File: src/rtl/rd_pkg.sv
// Shared definitions for the RD serial receiver: FSM encoding, frame geometry
// and the layout of the 32-bit event-buffer word.
package rd_pkg;

    typedef enum logic [1:0] {
        ST_IDLE  = 2'd0,
        ST_ARMED = 2'd1,
        ST_SHIFT = 2'd2,
        ST_DONE  = 2'd3
    } rd_state_t;

    localparam int RD_WORD_BITS  = 12;
    localparam int RD_FRAME_BITS = RD_WORD_BITS + 1;
    localparam int RD_MEM_SIZE   = 2048;

    // MEM_DIN = {PERR1, PERR0, 2'b0, DATA1, 4'b0, DATA0}
    localparam int RD_DIN_W      = 32;
    localparam int RD_LANE0_LSB  = 0;
    localparam int RD_LANE1_LSB  = 16;
    localparam int RD_PERR0_BIT  = 30;
    localparam int RD_PERR1_BIT  = 31;

endpackage

File: src/rtl/rd_serial_rx_if.sv
// Event-buffer write port driven by the RD serial receiver.
interface rd_serial_rx_if
    import rd_pkg::*;
#(
    parameter int ADDR_W = 11
);

    logic [ADDR_W-1:0]   MEM_ADDR;
    logic [RD_DIN_W-1:0] MEM_DIN;
    logic                MEM_WE;

    modport master (output MEM_ADDR, output MEM_DIN, output MEM_WE);
    modport slave  (input  MEM_ADDR, input  MEM_DIN, input  MEM_WE);

endinterface

File: src/rtl/rd_lane_deser.sv
// One-lane deserialiser: shifts in WORD_BITS data bits MSB first, then checks
// the odd-parity bit and presents the finished word with its parity flag.
module rd_lane_deser
    import rd_pkg::*;
#(
    parameter int WORD_BITS = RD_WORD_BITS
) (
    input  logic                 LOCAL_CLK,
    input  logic                 RESETN,
    input  logic                 shift_en,
    input  logic                 last_bit,
    input  logic                 serial_bit,
    output logic [WORD_BITS-1:0] data_word,
    output logic                 parity_err
);

    logic [WORD_BITS-1:0] shift_reg;
    logic                 running_par;

    // The parity accumulator restarts on every frame and whenever shifting stops,
    // so an aborted transfer never leaks into the next one.
    always_ff @(posedge LOCAL_CLK or negedge RESETN) begin
        if (!RESETN) begin
            shift_reg   <= '0;
            running_par <= 1'b0;
            data_word   <= '0;
            parity_err  <= 1'b0;
        end else if (!shift_en) begin
            running_par <= 1'b0;
        end else if (last_bit) begin
            data_word   <= shift_reg;
            parity_err  <= ~(running_par ^ serial_bit);
            running_par <= 1'b0;
        end else begin
            shift_reg   <= {shift_reg[WORD_BITS-2:0], serial_bit};
            running_par <= running_par ^ serial_bit;
        end
    end

endmodule

File: src/rtl/rd_synchronizer.sv
// Multi-flop synchronizer bringing an asynchronous level into the LOCAL_CLK domain.
module rd_synchronizer #(
    parameter int STAGES = 2
) (
    input  logic LOCAL_CLK,
    input  logic RESETN,
    input  logic async_in,
    output logic sync_out
);

    logic [STAGES-1:0] sync_ff;

    always_ff @(posedge LOCAL_CLK or negedge RESETN) begin
        if (!RESETN) begin
            sync_ff <= '0;
        end else begin
            sync_ff <= {sync_ff[STAGES-2:0], async_in};
        end
    end

    assign sync_out = sync_ff[STAGES-1];

endmodule

File: src/rtl/rd_serial_rx.sv
// RD two-lane serial receiver: frames SERIAL_IN0/1 during ENABLE_XFR and writes
// one packed 32-bit word per frame into the event buffer, with transfer status.
module rd_serial_rx
    import rd_pkg::*;
#(
    parameter int MEM_SIZE  = RD_MEM_SIZE,
    parameter int ADDR_W    = 11,
    parameter int WORD_BITS = RD_WORD_BITS,
    parameter int PERR_W    = 16
) (
    input  logic              LOCAL_CLK,
    input  logic              RESETN,
    input  logic              ENABLE,
    input  logic              ENABLE_XFR,
    input  logic              SERIAL_IN0,
    input  logic              SERIAL_IN1,
    rd_serial_rx_if.master    mem,
    output logic              BUSY,
    output logic              DONE,
    output logic [ADDR_W:0]   WORD_COUNT,
    output logic [PERR_W-1:0] PARITY_ERRS,
    output logic              FRAME_ERR,
    output logic              OVERRUN
);

    localparam int                FRAME_BITS = WORD_BITS + 1;
    localparam int                CNT_W      = $clog2(FRAME_BITS);
    localparam logic [CNT_W-1:0]  LAST_BIT   = CNT_W'(FRAME_BITS - 1);
    localparam logic [ADDR_W:0]   FULL_COUNT = (ADDR_W + 1)'(MEM_SIZE);
    localparam logic [PERR_W-1:0] PERR_MAX   = '1;

    rd_state_t            state, state_next;
    logic                 en_sync, en_xfr_q, en_xfr_prev, sin0_q, sin1_q;
    logic [CNT_W-1:0]     bit_cnt;
    logic                 shifting, last_bit;
    logic                 arm, frame_ok, frame_err_set;
    logic                 word_ready, accept, do_write, overrun_set;
    logic [WORD_BITS-1:0] data0, data1;
    logic                 perr0, perr1;
    logic [ADDR_W:0]      word_count;
    logic [PERR_W-1:0]    perr_count;
    logic                 frame_err_r, overrun_r, done_r, mem_we_r;
    logic [ADDR_W-1:0]    mem_addr_r;
    logic [RD_DIN_W-1:0]  mem_din_r, din_next;

    rd_synchronizer #(.STAGES(2)) u_enable_sync (
        .LOCAL_CLK (LOCAL_CLK),
        .RESETN    (RESETN),
        .async_in  (ENABLE),
        .sync_out  (en_sync)
    );

    always_ff @(posedge LOCAL_CLK or negedge RESETN) begin
        if (!RESETN) begin
            en_xfr_q    <= 1'b0;
            en_xfr_prev <= 1'b0;
            sin0_q      <= 1'b0;
            sin1_q      <= 1'b0;
        end else begin
            en_xfr_q    <= ENABLE_XFR;
            en_xfr_prev <= en_xfr_q;
            sin0_q      <= SERIAL_IN0;
            sin1_q      <= SERIAL_IN1;
        end
    end

    always_ff @(posedge LOCAL_CLK or negedge RESETN) begin
        if (!RESETN) begin
            state <= ST_IDLE;
        end else begin
            state <= state_next;
        end
    end

    // Losing the arm level wins over everything; ENABLE_XFR falling ends the
    // transfer cleanly only when it coincides with the parity sample.
    always_comb begin
        state_next    = state;
        arm           = 1'b0;
        frame_ok      = 1'b0;
        frame_err_set = 1'b0;
        case (state)
            ST_IDLE: begin
                if (en_sync) begin
                    state_next = ST_ARMED;
                    arm        = 1'b1;
                end
            end
            ST_ARMED: begin
                if (!en_sync) begin
                    state_next = ST_IDLE;
                end else if (en_xfr_q && !en_xfr_prev) begin
                    state_next = ST_SHIFT;
                end
            end
            ST_SHIFT: begin
                if (!en_sync) begin
                    state_next = ST_IDLE;
                end else begin
                    frame_ok = last_bit;
                    if (!en_xfr_q) begin
                        state_next    = ST_DONE;
                        frame_err_set = !last_bit;
                    end
                end
            end
            ST_DONE: begin
                if (!en_sync) begin
                    state_next = ST_IDLE;
                end
            end
            default: state_next = ST_IDLE;
        endcase
    end

    assign shifting = (state == ST_SHIFT);
    assign last_bit = (bit_cnt == LAST_BIT);

    always_ff @(posedge LOCAL_CLK or negedge RESETN) begin
        if (!RESETN) begin
            bit_cnt <= '0;
        end else if (!shifting || last_bit) begin
            bit_cnt <= '0;
        end else begin
            bit_cnt <= bit_cnt + 1'b1;
        end
    end

    rd_lane_deser #(.WORD_BITS(WORD_BITS)) u_lane0 (
        .LOCAL_CLK  (LOCAL_CLK),
        .RESETN     (RESETN),
        .shift_en   (shifting),
        .last_bit   (last_bit),
        .serial_bit (sin0_q),
        .data_word  (data0),
        .parity_err (perr0)
    );

    rd_lane_deser #(.WORD_BITS(WORD_BITS)) u_lane1 (
        .LOCAL_CLK  (LOCAL_CLK),
        .RESETN     (RESETN),
        .shift_en   (shifting),
        .last_bit   (last_bit),
        .serial_bit (sin1_q),
        .data_word  (data1),
        .parity_err (perr1)
    );

    // A finished frame is written one cycle after the deserialisers latch it;
    // a disarm in between cancels the write.
    assign accept      = word_ready && en_sync;
    assign do_write    = accept && (word_count != FULL_COUNT);
    assign overrun_set = accept && (word_count == FULL_COUNT);

    always_comb begin
        din_next                                = '0;
        din_next[RD_LANE0_LSB +: WORD_BITS]     = data0;
        din_next[RD_LANE1_LSB +: WORD_BITS]     = data1;
        din_next[RD_PERR0_BIT]                  = perr0;
        din_next[RD_PERR1_BIT]                  = perr1;
    end

    always_ff @(posedge LOCAL_CLK or negedge RESETN) begin
        if (!RESETN) begin
            word_ready  <= 1'b0;
            word_count  <= '0;
            perr_count  <= '0;
            frame_err_r <= 1'b0;
            overrun_r   <= 1'b0;
            done_r      <= 1'b0;
            mem_we_r    <= 1'b0;
            mem_addr_r  <= '0;
            mem_din_r   <= '0;
        end else begin
            word_ready <= frame_ok;
            mem_we_r   <= do_write;
            done_r     <= (state == ST_DONE) && !word_ready;
            if (do_write) begin
                mem_addr_r <= word_count[ADDR_W-1:0];
                mem_din_r  <= din_next;
            end
            if (arm) begin
                word_count  <= '0;
                perr_count  <= '0;
                frame_err_r <= 1'b0;
                overrun_r   <= 1'b0;
            end else begin
                if (do_write) begin
                    word_count <= word_count + 1'b1;
                end
                if (accept && (perr0 || perr1) && (perr_count != PERR_MAX)) begin
                    perr_count <= perr_count + 1'b1;
                end
                if (frame_err_set) begin
                    frame_err_r <= 1'b1;
                end
                if (overrun_set) begin
                    overrun_r <= 1'b1;
                end
            end
        end
    end

    assign BUSY         = (state == ST_ARMED) || (state == ST_SHIFT);
    assign DONE         = done_r;
    assign WORD_COUNT   = word_count;
    assign PARITY_ERRS  = perr_count;
    assign FRAME_ERR    = frame_err_r;
    assign OVERRUN      = overrun_r;
    assign mem.MEM_WE   = mem_we_r;
    assign mem.MEM_ADDR = mem_addr_r;
    assign mem.MEM_DIN  = mem_din_r;

endmodule

File: src/flat_wrapper.sv
// flat-port wrapper written by rule: the top's interface ports become plain ports
module rd_serial_rx_flat import rd_pkg::*;
#(
    parameter int MEM_SIZE  = RD_MEM_SIZE,
    parameter int ADDR_W    = 11,
    parameter int WORD_BITS = RD_WORD_BITS,
    parameter int PERR_W    = 16
)
  (LOCAL_CLK, RESETN, ENABLE, ENABLE_XFR, SERIAL_IN0, SERIAL_IN1, BUSY, DONE, WORD_COUNT, PARITY_ERRS, FRAME_ERR, OVERRUN, mem_MEM_ADDR, mem_MEM_DIN, mem_MEM_WE);
  rd_serial_rx_if #(.ADDR_W(ADDR_W)) mem_i ();
  input  logic LOCAL_CLK;
  input  logic RESETN;
  input  logic ENABLE;
  input  logic ENABLE_XFR;
  input  logic SERIAL_IN0;
  input  logic SERIAL_IN1;
  output logic BUSY;
  output logic DONE;
  output logic [ADDR_W:0] WORD_COUNT;
  output logic [PERR_W-1:0] PARITY_ERRS;
  output logic FRAME_ERR;
  output logic OVERRUN;
  output wire logic [$bits(mem_i.MEM_ADDR)-1:0] mem_MEM_ADDR;
  output wire logic [$bits(mem_i.MEM_DIN)-1:0] mem_MEM_DIN;
  output wire logic [$bits(mem_i.MEM_WE)-1:0] mem_MEM_WE;
  assign mem_MEM_ADDR = mem_i.MEM_ADDR;
  assign mem_MEM_DIN = mem_i.MEM_DIN;
  assign mem_MEM_WE = mem_i.MEM_WE;
  rd_serial_rx #(.MEM_SIZE(MEM_SIZE), .ADDR_W(ADDR_W), .WORD_BITS(WORD_BITS), .PERR_W(PERR_W)) u_core (.LOCAL_CLK(LOCAL_CLK), .RESETN(RESETN), .ENABLE(ENABLE), .ENABLE_XFR(ENABLE_XFR), .SERIAL_IN0(SERIAL_IN0), .SERIAL_IN1(SERIAL_IN1), .mem(mem_i), .BUSY(BUSY), .DONE(DONE), .WORD_COUNT(WORD_COUNT), .PARITY_ERRS(PARITY_ERRS), .FRAME_ERR(FRAME_ERR), .OVERRUN(OVERRUN));
endmodule
File: config.mk
export PLATFORM = sky130hd
export DESIGN_NAME = rd_serial_rx_flat
export DESIGN_NICKNAME = d
export VERILOG_FILES = /design/src/rtl/rd_pkg.sv /design/src/rtl/rd_serial_rx_if.sv /design/src/rtl/rd_lane_deser.sv /design/src/rtl/rd_synchronizer.sv /design/src/rtl/rd_serial_rx.sv /design/src/flat_wrapper.sv
export SDC_FILE = /design/constraint.sdc
export NUM_CORES = 1
export LEC_CHECK = 0
export CORE_MARGIN = 1.5
export CORE_UTILIZATION = 54
export DETAILED_ROUTE_END_ITERATION = 12
export PLACE_DENSITY = 0.79
export SYNTH_ARGS = -nofsm -noshare
export SYNTH_HDL_FRONTEND = slang
export SYNTH_SLANG_ARGS = --single-unit
File: constraint.sdc
create_clock -name LOCAL_CLK -period 2.4 [get_ports LOCAL_CLK]
set_input_delay 0.36 -clock LOCAL_CLK [delete_from_list [all_inputs] [get_ports LOCAL_CLK]]
set_output_delay 0.36 -clock LOCAL_CLK [all_outputs]
set_load 0.05 [all_outputs]
# Word-level counts from Yosys, hierarchy flattened
# Index checks and enable logic that the tools add are counted.
[word_totals] ff_bits=134 latchBits=0 ramBits=0 romBits=0 input_bits=6 output_inout_bits=76 wordCells=92 mem_count=0
[classes] n_addsub=3 mul=0 div=0 n_lt_le_gt_ge=0 n_eq_ne=11 shift=0 muxes=27 bitwise=5 reduce_logical=22
[op_table] operator="$mux W16" count=2
[op_table] operator="$mux W12" count=2
[op_table] operator="$add A16 B1 Y16 const B" count=1
[op_table] operator="$ne A16 B16 Y1 const B" count=1
[op_table] operator="$mux W1" count=15
[op_table] operator="$add A12 B1 Y12 const B" count=1
[op_table] operator="$eq A12 B12 Y1 const B" count=1
[op_table] operator="$mux W2" count=6
[op_table] operator="$ne A12 B12 Y1 const B" count=1
[op_table] operator="$pmux W2 S4" count=1
[op_table] operator="$reduce_bool A2 Y1" count=4
[op_table] operator="$logic_and A1 B1 Y1" count=7
[op_table] operator="$add A4 B1 Y4 const B" count=1
[op_table] operator="$eq A2 B2 Y1 const B" count=2
[op_table] operator="$eq A4 B4 Y1 const B" count=1
[op_table] operator="$logic_not A1 Y1" count=4
[op_table] operator="$mux W4" count=1
[op_table] operator="$ne A2 B2 Y1 const B" count=2
[op_table] operator="$reduce_and A2 Y1" count=2
[op_table] operator="$reduce_and A4 Y1" count=1
[op_table] operator="$logic_or A1 B1 Y1" count=3
[op_table] operator="$ne A3 B2 Y1 const B" count=1
[op_table] operator="$ne A3 B3 Y1 const B" count=1
[op_table] operator="$not A1 Y1" count=3
[op_table] operator="3 further kinds" count=4

# Longest topological paths before layout
[depth] ltp_word=7 mapped_depth=7 ltp_nobuf=6

# Hierarchy
# From an unflattened synthesis, not the netlist that was laid out.
[unflattened] hier_cells=425 hier_area_um2=5723.0
[by_module_without_submodules] mod="rd_serial_rx" n_inst=1 cells_per_inst=309 area_per_inst_um2=3618.5 seq_area_each_um2=2001.9
[by_module_without_submodules] mod="rd_lane_deser" n_inst=2 cells_per_inst=57 area_per_inst_um2=1027.2 seq_area_each_um2=650.6
[by_module_without_submodules] mod="rd_synchronizer" n_inst=1 cells_per_inst=2 area_per_inst_um2=50.0 seq_area_each_um2=50.0

# Least setup slack after synthesis
# No wires, ideal clock.
[synth_timing] path_kind="register to register" startpoint="register u_core.perr_count[0] (netlist: u_core.PARITY_ERRS[0])" endpoint="register u_core.perr_count[12] (netlist: u_core.PARITY_ERRS[12])" setup_ns=0.078 arrival_ns=2.222 t_required_ns=2.322 setup_slack_ns=0.100 path_stages_with_launch=7 path_buffers=1 synth_period_minus_slack_ns=2.300 path_cell_list="dfrtp_1 ha_1 nand3_2 or3_1 buf_2 or4_1 a21oi_1"
[synth_via] elab_chain_len=3
[synth_rtl] item="start, declared" line="rd_serial_rx.sv:41" rtl="logic [PERR_W-1:0] perr_count;"
[synth_rtl] item="start signal, assigned" line="rd_serial_rx.sv:192" rtl="perr_count <= perr_count + 1'b1;"
[synth_rtl] item="$add A16 B1 Y16 or $ne A16 B16 Y1 (tied branches)" line="rd_serial_rx.sv:192, rd_serial_rx.sv:191"
[synth_rtl] item="$mux W16 or $logic_and A1 B1 Y1 (tied branches)" line="rd_serial_rx.sv:191" rtl="if (accept && (perr0 || perr1) && (perr_count != PERR_MAX)) begin"
[synth_rtl] item="$mux W16 or $reduce_bool A2 Y1 (tied branches)"
# Several ways; a longest one is shown, not always the timed one. The select of a mux whose other input is x is not followed.
# A chain may end at the register's enable or synchronous reset.

# Worst setup path after layout
[layout_timing] startpoint="register u_core.word_count[4] (netlist: u_core.WORD_COUNT[4])" endpoint="output WORD_COUNT[4]"
[layout_lines] item="start, declared" line="rd_serial_rx.sv:40" rtl="logic [ADDR_W:0] word_count;"
[layout_lines] item="start signal, assigned" line="rd_serial_rx.sv:189" rtl="word_count <= word_count + 1'b1;"
[layout_lines] item="end, declared" line="flat_wrapper.sv:19" rtl="output logic [ADDR_W:0] WORD_COUNT;"
# No word-level cell between the ends.

==> results.json <==
{
  "outcome": "complete, no violations",
  "fin_crit_sh": 0.928,
  "fmax_ghz": 0.449,
  "p_total_mw": 5.65,
  "drc_errors": 0,
  "final_nets": 534,
  "rsz0062_at_grt": "no",
  "rows": 36,
  "drtAntennaViolNets": 0,
  "fillers": 684,
  "area_delta_synth_final_pct": 26.9,
  "finalClockSkew_ns": 0.00684,
  "synthCells": 433,
  "maxSlewHeadroom": 0.534,
  "arrival_ns": 1.87,
  "cts_tree": "built",
  "drv_slew": 0,
  "setup_viol": 0,
  "wl_per_cell_um": 16.1,
  "criticalPathCategory": "reg2out",
  "die_width_um": 105,
  "vias_per_cell": 5.55,
  "cts_num_sinks": 134,
  "cp.required_ns": 2.04,
  "port-buffer-count": 75,
  "gp_congestion": 0.814,
  "grt_max_degree": 56,
  "cts_htree_levels": 4,
  "synth_area_um2": 5600,
  "tns_ns": 0,
  "path_max_fanout": 7,
  "dp_hpwl_mm": 6.98,
  "power_density_nw_per_um2": 795,
  "grt_antenna_before_repair": 0,
  "crit_chain": "clkdlybuf4s50_1",
  "firstDrtPassIters": 4,
  "vias": 3690,
  "hold_class": "in2reg",
  "fp.coreArea_um2": 9910,
  "grt_pass1_wl_mm": 18.5,
  "synth_seq_area_share": 0.599,
  "drv_cap": 0,
  "cts_buffers": 17,
  "cts_setup_buffers": 0,
  "worst_pin_slew_ns": 0.692,
  "fin_crit_ns": 2.23,
  "n_antenna_cell": 0,
  "clk_path_buf_depth": 2,
  "ys_warn_count": 0,
  "ioPinCount": 82,
  "largest_register_ffs": 26,
  "power_leakage_nw": 3.30,
  "synth.avg_cell_area_um2": 12.9,
  "clock_latency_ns": 0.52,
  "crit_buf_inv": 1,
  "critPathMaxStageDelay_ns": 0.86,
  "drive_above_1_share": 0.248,
  "crit_family": "buffers and inverters",
  "drt-total-wl_mm": 10.7,
  "drt_iter0_drc": 152,
  "final-hold-violation-count": 0,
  "die_y_um": 105,
  "worstSetupStartpointType": "register",
  "ys_seq_elements": 134,
  "cp_slowest_cell": "clkdlybuf4s50_1",
  "seqCellArea_um2": 3350,
  "vdd_ir_drop_max_uv": 680,
  "grt_use_total": 0.215,
  "globalRouteOverflowTotal": 0,
  "multi_input_area_um2": 2120,
  "grt_pass1_vias": 3747,
  "root_buffer": "clkbuf_8",
  "start_util": 0.565,
  "die-area_um2": 11000,
  "path_clk_slew_ns": 0.06,
  "critPathCaptureType": "output port",
  "synth.distinct_cells": 43
}
[final timing paths]
| path | start | endpoint | slack, ns | cells past startpoint |
|---|---|---|---|---|
| max in group asynchronous | RESETN | u_core.mem.MEM_ADDR[6] | 1.26 | 3 |
| min in group asynchronous | RESETN | u_core.PARITY_ERRS[13] | 0.36 | 2 |
| worst min register to register | u_core.u_enable_sync.sync_ff[0] | u_core.u_enable_sync.sync_ff[1] | 0.34 | 0 |
| worst max-delay path | u_core.WORD_COUNT[4] | WORD_COUNT[4] | 0.17 | 1 |
| worst max register to register | u_core.WORD_COUNT[8] | u_core.mem.MEM_DIN[20] | 0.20 | 4 |
| worst min-delay path | SERIAL_IN1 | u_core.sin1_q | 0.28 | 1 |
[repair_timing]
action	4_1_cts	5_1_grt
hold buffers	1	0
hold endpoints to repair	53	0
endpoints found under the setup margin	1	0
resized for setup	1	0
[where the power goes]
group | total, mW | leakage (nW) | internal (mW) | switching [mW]
Sequential | 2.53 | 1.84 | 2.41 | 0.112
Combinational | 0.671 | 1.18 | 0.261 | 0.410
Clock | 2.45 | 0.279 | 1.49 | 0.966
Total | 5.65 | 3.30 | 4.16 | 1.49
[cells in the final DEF, fill, tap and decap left out, types with 2 or more instances in the layout]
| master | n |
|---|---|
| o31ai_1 | 4 |
| nor3_1 | 7 |
| clkbuf_16 | 16 |
| bufinv_16 | 2 |
| conb_1 | 6 |
| mux2i_1 | 4 |
| buf_4 | 7 |
| nand2_1 | 20 |
| dfrtp_1 | 134 |
| inv_1 | 10 |
| a211oi_1 | 2 |
| clkdlybuf4s50_1 | 73 |
| a31oi_1 | 4 |
| inv_6 | 2 |
| mux2_2 | 86 |
| and3_1 | 5 |
| xnor2_1 | 11 |
| clkinv_2 | 3 |
| or3_1 | 8 |
| xor2_1 | 2 |
| ha_1 | 9 |
| a41o_1 | 3 |
| a21oi_1 | 15 |
| nand3_1 | 14 |
| buf_12 | 2 |
| nand2b_1 | 3 |
| nor2_1 | 27 |
| or4_1 | 4 |
| o41ai_1 | 2 |
| nor4_1 | 5 |
| and2_1 | 2 |
| nand4_1 | 6 |
| clkinv_4 | 6 |
| o21ai_0 | 8 |
[per-layer routing]
layer | wire [um] | vias to the layer above | share of wire | track usage
met1 | 4690 | 1869 | 0.44 | 0.281
met4 | 114 | 0 | 0.011 | 0.0773
met5 | 0 | - | 0 | 0
met3 | 567 | 10 | 0.053 | 0.0699
met2 | 5320 | 100 | 0.50 | 0.339
li1 | - | 1711 | - | -
[stage by stage]
step | instance area [um2] | std cells | worst slack [ns] | util | hold slack [ns]
after CTS | 7110 | 665 | 0.152 | 0.717 | 0.261
after global placement | 6530 | 632 | 0.399 | 0.659 | 0.335
after detailed placement | 6530 | 632 | 0.315 | 0.659 | 0.338
final | 7110 | 665 | 0.173 | 0.717 | 0.280
after global routing | 7110 | 665 | 0.0776 | 0.717 | 0.263
after floorplan | 5620 | 438 | 0.100 | - | 0.0644
[synthesized netlist by cell type (all sizes together)]
master | number | area (um2)
dfrtp | 134 | 3350
mux2 | 86 | 968
nor2 | 27 | 101
nand2 | 20 | 75.1
a21oi | 15 | 75.1
nand3 | 15 | 80.1
buf | 14 | 83.8
xnor2 | 11 | 96.3
inv | 10 | 37.5
clkbuf | 9 | 33.8
ha | 9 | 113
o21ai | 8 | 40.0
or3 | 8 | 50.1
nor3 | 7 | 35.0
nand4 | 6 | 37.5
nor4 | 6 | 43.8
a31oi | 5 | 31.3
and3 | 5 | 31.3
mux2i | 4 | 40.0
o31ai | 4 | 30.0
or4 | 4 | 30.0
a41o | 3 | 30.0
nand2b | 3 | 18.8
a211oi | 2 | 15.0
and2 | 2 | 12.5
o41ai | 2 | 17.5
xor2 | 2 | 17.5
a21boi | 1 | 7.51
a31o | 1 | 8.76
and4 | 1 | 8.76
conb | 1 | 3.75
nor2b | 1 | 6.26
nor3b | 1 | 7.51
nor4b | 1 | 8.76
o211a | 1 | 10.0
o211ai | 1 | 12.5
o21a | 1 | 7.51
o311ai | 1 | 8.76
o41a | 1 | 11.3
[logic make-up after synthesis]
kind of cell | after synthesis | synth area share
simple gates | 107 | 0.0977
fa+ha+maj | 9 | 0.0201
other cells | 1 | 0.000670
mux | 90 | 0.180
buf+inv | 33 | 0.0277
xor+xnor | 13 | 0.0203
compound gates | 46 | 0.0545
flops | 134 | 0.599
[area by class of cell]
class	count	share of cell area
sequential	134	0.472
clock buffer	18	0.0588
tap	133	0.0234
multi-input combinational	271	0.299
clock inverter	14	0.0215
timing repair buffer	85	0.120
inverter	10	0.00528
Power figures use the tool's default switching activity.
